File: src/rtl/complex_pipeline_pkg.sv
// complex_pipeline_pkg
//   Shared definitions for the four-stage register/ALU/memory pipeline:
//   datapath widths and the ALU operation codes.
package complex_pipeline_pkg;

   localparam int DATA_W = 16;
   localparam int REG_W  = 4;
   localparam int ADDR_W = 8;
   localparam int NREGS  = 1 << REG_W;
   localparam int NMEM   = 1 << ADDR_W;

   // Codes 12..15 are unassigned and produce a zero result.
   typedef enum logic [3:0] {
      ADD  = 4'd0,
      SUB  = 4'd1,
      MUL  = 4'd2,
      SELA = 4'd3,
      SELB = 4'd4,
      AND  = 4'd5,
      OR   = 4'd6,
      XOR  = 4'd7,
      NEGA = 4'd8,
      NEGB = 4'd9,
      SRA  = 4'd10,
      SLA  = 4'd11
   } func_e;

endpackage

File: src/rtl/complex_pipeline_alu.sv
// pipeline_alu
//   Purely combinational 16-bit ALU. All results wrap to DATA_W bits;
//   no carry or overflow is reported.
//   Ports:
//     a, b  : operands
//     func  : operation code (func_e encoding, 12..15 give 0)
//     z     : result
module pipeline_alu
   import complex_pipeline_pkg::*;
(
   input  logic [DATA_W-1:0] a,
   input  logic [DATA_W-1:0] b,
   input  logic [3:0]        func,
   output logic [DATA_W-1:0] z
);

   always_comb begin
      z = '0;
      case (func)
         ADD:     z = a + b;
         SUB:     z = a - b;
         MUL:     z = a * b;            // low half of the product
         SELA:    z = a;
         SELB:    z = b;
         AND:     z = a & b;
         OR:      z = a | b;
         XOR:     z = a ^ b;
         NEGA:    z = -a;
         NEGB:    z = -b;
         SRA:     z = a >> 1;           // logical shift, zero fill
         SLA:     z = a << 1;
         default: z = '0;
      endcase
   end

endmodule

File: src/rtl/complex_pipeline.sv
// complex_pipeline
//   Four-stage pipeline, one instruction per clock, no stalls:
//     S1  read operands (with write-through from S3), latch rd/func/addr
//     S2  ALU
//     S3  write register file, drive Zout
//     S4  write data memory with the S3 result
//   A read one instruction after its producer sees the old register value;
//   two or more instructions later it sees the new one.
//   Ports:
//     clk, rst_n     : clock, asynchronous active-low reset
//     rs1, rs2       : source register indices
//     rd             : destination register index
//     func           : ALU operation
//     addr           : data-memory write address
//     Zout           : registered result of the instruction in S3
module complex_pipeline
   import complex_pipeline_pkg::*;
(
   input  logic              clk,
   input  logic              rst_n,
   input  logic [REG_W-1:0]  rs1,
   input  logic [REG_W-1:0]  rs2,
   input  logic [REG_W-1:0]  rd,
   input  logic [3:0]        func,
   input  logic [ADDR_W-1:0] addr,
   output logic [DATA_W-1:0] Zout
);

   logic [DATA_W-1:0] regbank [NREGS];
   logic [DATA_W-1:0] membank [NMEM];

   // S1 registers
   logic [DATA_W-1:0] s1_a, s1_b;
   logic [REG_W-1:0]  s1_rd;
   logic [3:0]        s1_func;
   logic [ADDR_W-1:0] s1_addr;
   logic              s1_v;
   // S2 registers
   logic [DATA_W-1:0] s2_z;
   logic [REG_W-1:0]  s2_rd;
   logic [ADDR_W-1:0] s2_addr;
   logic              s2_v;
   // S3 registers (Zout is the S3 data register)
   logic [ADDR_W-1:0] s3_addr;
   logic              s3_v;

   logic [DATA_W-1:0] alu_z;
   logic [DATA_W-1:0] rd_a, rd_b;

   pipeline_alu u_alu (
      .a    (s1_a),
      .b    (s1_b),
      .func (s1_func),
      .z    (alu_z)
   );

   // Write-through: the S3 write lands on the same edge S1 samples, so S1
   // takes the value being written rather than the stale array entry.
   always_comb begin
      rd_a = regbank[rs1];
      rd_b = regbank[rs2];
      if (s2_v && (s2_rd == rs1)) rd_a = s2_z;
      if (s2_v && (s2_rd == rs2)) rd_b = s2_z;
   end

   always_ff @(posedge clk or negedge rst_n) begin
      if (!rst_n) begin
         // Zeroed operands make the flushed slots compute 0 whatever func is;
         // the valid bits keep them from writing anything.
         s1_a    <= '0;
         s1_b    <= '0;
         s1_rd   <= '0;
         s1_func <= '0;
         s1_addr <= '0;
         s1_v    <= 1'b0;
         s2_z    <= '0;
         s2_rd   <= '0;
         s2_addr <= '0;
         s2_v    <= 1'b0;
         s3_addr <= '0;
         s3_v    <= 1'b0;
         Zout    <= '0;
      end else begin
         s1_a    <= rd_a;
         s1_b    <= rd_b;
         s1_rd   <= rd;
         s1_func <= func;
         s1_addr <= addr;
         s1_v    <= 1'b1;
         s2_z    <= alu_z;
         s2_rd   <= s1_rd;
         s2_addr <= s1_addr;
         s2_v    <= s1_v;
         Zout    <= s2_z;
         s3_addr <= s2_addr;
         s3_v    <= s2_v;
      end
   end

   always_ff @(posedge clk or negedge rst_n) begin
      if (!rst_n) begin
         for (int i = 0; i < NREGS; i++) regbank[i] <= DATA_W'(i);
      end else if (s2_v) begin
         regbank[s2_rd] <= s2_z;
      end
   end

   // Data memory is not reset; only valid S4 slots write it.
   always_ff @(posedge clk) begin
      if (s3_v) membank[s3_addr] <= Zout;
   end

endmodule

File: config.mk
export PLATFORM = sky130hd
export DESIGN_NAME = complex_pipeline
export DESIGN_NICKNAME = d
export VERILOG_FILES = /design/src/rtl/complex_pipeline_pkg.sv /design/src/rtl/complex_pipeline_alu.sv /design/src/rtl/complex_pipeline.sv
export SDC_FILE = /design/constraint.sdc
export NUM_CORES = 1
export LEC_CHECK = 0
export BUFFER_PORTS_ARGS = -buffer_cell sky130_fd_sc_hd__buf_2
export CORE_MARGIN = 4
export CORE_UTILIZATION = 40
export CTS_BUF_LIST = sky130_fd_sc_hd__clkbuf_8
export DETAILED_ROUTE_END_ITERATION = 10
export PLACE_DENSITY_LB_ADDON = 0.12
export SLEW_MARGIN = 40
export SYNTH_ARGS = -nofsm -noshare
export SYNTH_HDL_FRONTEND = slang
export SYNTH_SLANG_ARGS = --single-unit
File: constraint.sdc
create_clock -name clk -period 6.06 [get_ports clk]
set_input_delay 1.212 -clock clk [delete_from_list [all_inputs] [get_ports clk]]
set_output_delay 1.212 -clock clk [all_outputs]
set_load 0.005 [all_outputs]
==> results list <==
- Status: finished clean
- Die X: 245.1 µm
* Critical Path Sink Type: register
- Via count of the first global-routing pass: ~16,000
* Source of the worst register-to-register timing path: s1_b[4]
* Area fraction of the dominant cell type after synthesis: between 30% and 40%
- Switching power as a share of total power: about a quarter
- After synthesis, the share of flip-flops with an asynchronous set or reset is 100.0%.
- Post-route fraction of the period consumed by the critical path: a little over nine tenths
- The initialized floorplan defines 86 standard-cell rows.
* Clock Tree Root: sky130_fd_sc_hd__clkbuf_8
* Seq cells post-synth: 334
- Final net count: a little over 2,000
- Adding up every negative setup slack in the final design gives 0 ns.
- Entering global routing, the biggest net connects ~130 pins.
- Sorting the synthesized cells by area gives the leading types as sky130_fd_sc_hd__dfrtp_1 34%, sky130_fd_sc_hd__mux4_2 16%, sky130_fd_sc_hd__mux2_2 14%.
* Hold Crit Class: register to register
* Maxcap violations: 0
- The clock net in this run drives a total of around 330 sinks.
* Critical path cell sequence: ha_1 > inv_1 > fa_1 > inv_1 > fa_1 > ha_1 > ha_1 > inv_1 > fa_1 > fa_1 > inv_1 > ha_1 > a2111oi_1 > nor3_1 > a41o_1 > o41ai_1 > xor2_1 > o221ai_1
- In this run, the number of DRC markers left after iteration 0 of detailed routing was approximately 1,000.
* Hold-critical path depth: 0
* Number of buffers inserted for hold repair after clock tree synthesis: 0
* Via density per instance: 5.675
- Final routed wire length divided by cell count: approximately 25 µm
- Power density relative to cell area: about 180 nW/µm²
- Number of iterations in the first detailed-routing pass: 5
- Number of nets with antenna violations after routing: 0
- Main synth FF type: sky130_fd_sc_hd__dfrtp_1
- Total routed wirelength: 65.19 mm
- Combinational fraction of design power: 5.3%
- Gate count after technology mapping: around 1,800
- The initial utilization of the core area, before any placement, comes to between 40% and 50%.
- Hold violation count in the final report: 0
- Count of buffers from port buffering: 33
* CTS tree: built
* Crit Reg-Reg Endpoint: s2_z[14]
* Clock-pin transition on the worst setup and hold timing paths: ~0.06 ns
- Highest-delay cell along the critical path: sky130_fd_sc_hd__dfrtp_1
- Count of flip-flops with a built-in enable after synthesis: 0
- Crit path time final: 5.739 ns
* DP HPWL: around 45 mm
- After detailed routing, the number of remaining DRC violations is 0.
- Cell internal power was estimated by the tool at 3473 µW.
* Area of the die: roughly 60,000 µm²
- Unrepaired setup endpoints after global routing: no
- The clock arrives with about 0.03 ns of skew.
- Sequential cells burn about half of the power.
- Of the total power, the clock network draws between 40% and 50%.
* Worst hold slack across all endpoints: about 0.35 ns
* Peak clock frequency supported by timing: 0.1742 GHz
* Die span in y: approximately 250 µm
- CP Class: register to register
- IR Drop Worst-Case VDD: approximately 190 µV
* Clock Tree Buf Depth: 3
- STA classifies the critical path startpoint as a register.
- For the pin with the worst max-slew slack, the measured transition is roughly 0.84 ns.
- After synthesis the cells add up to 22,490 µm².
- Total via count after detailed routing: about 15,000
* Clock buffers created by TritonCTS: 56
- The initial antenna violation count was 0.
* Average instance area after synthesis: 12.58 µm²
* H-tree levels: 2
* Net load switching power: between 1000 and 1500 µW
- Clock network latency to the later pin of the worst-skew pair: roughly 0.66 ns
- The critical path ends at s2_z[14].
- The setup check on the worst reg-to-reg path leaves a slack of between 0.3 and 0.4 ns.
- For the worst setup path, the data arrival time is 6.23 ns.
* Slew HR: roughly 44%
- The number of max-slew violations in the final report was 0.
- Setup violations remaining at the end of the flow were counted as 0.
- For this design the static power due to leakage is about 0.011 µW.
* Core region area: roughly 55,000 µm²
- First-pass GRT wire length: slightly above 100 mm
* Antenna diodes: 0
* Weighted congestion at the end of routability-driven global placement: between 0.9 and 1
- For this design the top-level I/O count stands at between 40 and 50.
- Global-route usage over all layers: 22.22%
* Delay of the slowest cell on the worst path: roughly 0.66 ns
- For the worst setup path, the data required time is around 6.6 ns.
* Fraction of final layout cells with drive strength greater than 1: roughly 37%
- Sequential cells were found to cover between 30% and 40% of the synthesized design area.
* Net count of the mapped netlist: about 2,000
- sky130_fd_sc_hd__dfrtp_1 takes more of the synthesized area than any other cell.
- Warning count from the yosys run: 0
- Counting cells, the worst reg-to-reg path comes to 18.
- GR Overflow Total: 0
- In this run the worst setup path begins at s1_b[4].
- From synthesis to final layout, the design area changed by 11.22%.
- Along the worst path, the maximum fanout reaches 9.
- Distinct cells, synth: roughly 70
-- critical path: cells and delay by family (launching register included) --
family	cells	cell delay (ns)
DFF	1	0.66
xor gates and xnor gates	1	0.40
AOI/OAI and AO/OA	4	1.17
adders and majority gates	8	2.96
buffers and inverters	4	0.24
and+or+nand+nor	1	0.15
-- per-layer routing --
layer | vias up | track usage, % | wire (µm)
met1 | 7850 | 30.88 | 28800
met5 | - | 0 | 0
met4 | 0 | 6.931 | 2135
met2 | 426 | 36.51 | 31260
met3 | 129 | 2.939 | 2992
li1 | 6510 | - | -
-- sequential cells by signal, indices dropped and copies added, names as in the netlist --
name / cells
Zout: 16
s1_b: 16
s1_rd: 4
s1_v: 1
s2_rd: 4
s1_func: 4
regbank: 256
s1_a: 16
s2_v: 1
s2_z: 16
-- area by class of cell --
class / instances / area (µm²)
fillers: 5118 / 30400
repair buffers: 110 / 835.8
inverters: 147 / 551.8
clock buffers: 73 / 1005
multi-input cells: 1186 / 13110
flip-flops and latches: 334 / 8401
well taps: 748 / 935.9
clock inverters: 30 / 180.2
-- metrics by stage --
stage | total power (µW) | setup slack, ns | cell area [µm²] | util, % | std cells
2_1_floorplan | 2413 | 0.7234 | 22490 | - | 1788
3_3_place_gp | 2530 | 0.2861 | 23770 | 42.90 | 2523
3_5_place_dp | 2533 | 0.2649 | 23800 | 42.96 | 2524
4_1_cts | 4665 | 0.2339 | 24990 | 45.09 | 2627
5_1_grt | 4785 | 0.1032 | 25020 | 45.15 | 2628
6_report | 4587 | 0.3207 | 25020 | 45.15 | 2628
-- layout by cell type (no fill, tap or decap), types with 4 or more instances in the layout --
master / netlist / routed
sky130_fd_sc_hd__o211ai_1: 6 / 6
sky130_fd_sc_hd__a221oi_1: 15 / 15
sky130_fd_sc_hd__nor2b_1: 6 / 5
sky130_fd_sc_hd__buf_2: 14 / 27
sky130_fd_sc_hd__or3_1: 6 / 6
sky130_fd_sc_hd__clkbuf_8: 0 / 73
sky130_fd_sc_hd__nand2_1: 129 / 129
sky130_fd_sc_hd__nand2b_1: 12 / 10
sky130_fd_sc_hd__dfrtp_1: 302 / 300
sky130_fd_sc_hd__mux2i_1: 6 / 6
sky130_fd_sc_hd__nand3b_1: 4 / 4
sky130_fd_sc_hd__a22oi_1: 18 / 18
sky130_fd_sc_hd__dfstp_2: 32 / 32
sky130_fd_sc_hd__a21o_1: 7 / 7
sky130_fd_sc_hd__nor2_1: 89 / 79
sky130_fd_sc_hd__buf_12: 0 / 4
sky130_fd_sc_hd__mux2_2: 288 / 288
sky130_fd_sc_hd__nor2_2: 1 / 11
sky130_fd_sc_hd__fa_1: 81 / 81
sky130_fd_sc_hd__inv_1: 140 / 160
sky130_fd_sc_hd__a21oi_1: 26 / 26
sky130_fd_sc_hd__ha_1: 98 / 98
sky130_fd_sc_hd__nor3_1: 20 / 18
sky130_fd_sc_hd__nor3b_1: 5 / 5
sky130_fd_sc_hd__clkinv_1: 6 / 6
sky130_fd_sc_hd__o221ai_1: 9 / 9
sky130_fd_sc_hd__xor2_1: 23 / 23
sky130_fd_sc_hd__o2111ai_1: 4 / 4
sky130_fd_sc_hd__xnor2_1: 76 / 76
sky130_fd_sc_hd__a222oi_1: 4 / 4
sky130_fd_sc_hd__buf_4: 4 / 77
sky130_fd_sc_hd__mux4_2: 160 / 160
sky130_fd_sc_hd__o22ai_1: 4 / 4
sky130_fd_sc_hd__o21ai_0: 27 / 27
sky130_fd_sc_hd__clkinv_2: 0 / 6
sky130_fd_sc_hd__nand3_1: 18 / 18
-- cell families (layout without fill, tap and decap cells) --
logic type,count (synthesis),in the layout,synth area share [%]
flip-flops,334,334,37.33
adder cells (fa/ha/maj),179,179,12.66
multiplexers,454,454,30.70
other,1,1,0.01667
AO/OA/AOI/OAI,146,146,4.567
AND/OR/NAND/NOR,307,307,6.208
buffers and inverters,268,360,4.656
XOR/XNOR,99,99,3.855
-- cells in the mapped netlist, drive strengths merged, types with 5 or more instances --
library cell	count
a21o	7
a21oi	26
a221oi	15
a22oi	18
buf	22
clkbuf	99
clkinv	6
dfrtp	302
dfstp	32
fa	81
ha	98
inv	141
mux2	288
mux2i	6
mux4	160
nand2	129
nand2b	13
nand3	18
nor2	90
nor2b	6
nor3	22
nor3b	5
o211ai	6
o21ai	29
o221ai	9
o22ai	5
or3	7
xnor2	76
xor2	23
-- worst min path at each step --
| stage | start | to | slack [ns] |
|---|---|---|---|
| after floorplan | s1_rd[0] | s2_rd[0] | 0.33 |
| after global placement | s1_rd[2] | s2_rd[2] | 0.34 |
| after detailed placement | s1_rd[0] | s2_rd[0] | 0.34 |
| after CTS | s1_rd[0] | s2_rd[0] | 0.35 |
| after global routing | s1_rd[0] | s2_rd[0] | 0.35 |
| final | s1_rd[1] | s2_rd[1] | 0.35 |
-- what timing repair did --
item                                    in CTS  in global routing
endpoints found under the setup margin       0                  1
setup buffers                                0                  0
resized for setup                            0                  2
hold endpoints to repair                     0                  0
-- power by group through the flow --
stage	logic [µW]	clock network, µW	registers (µW)
after detailed placement	248	0	2290
final	242	2100	2250
after floorplan	134	0	2280
after CTS	248	2170	2250
after global routing	263	2280	2240
after global placement	245	0	2280
(Power assumes the default switching activity.)
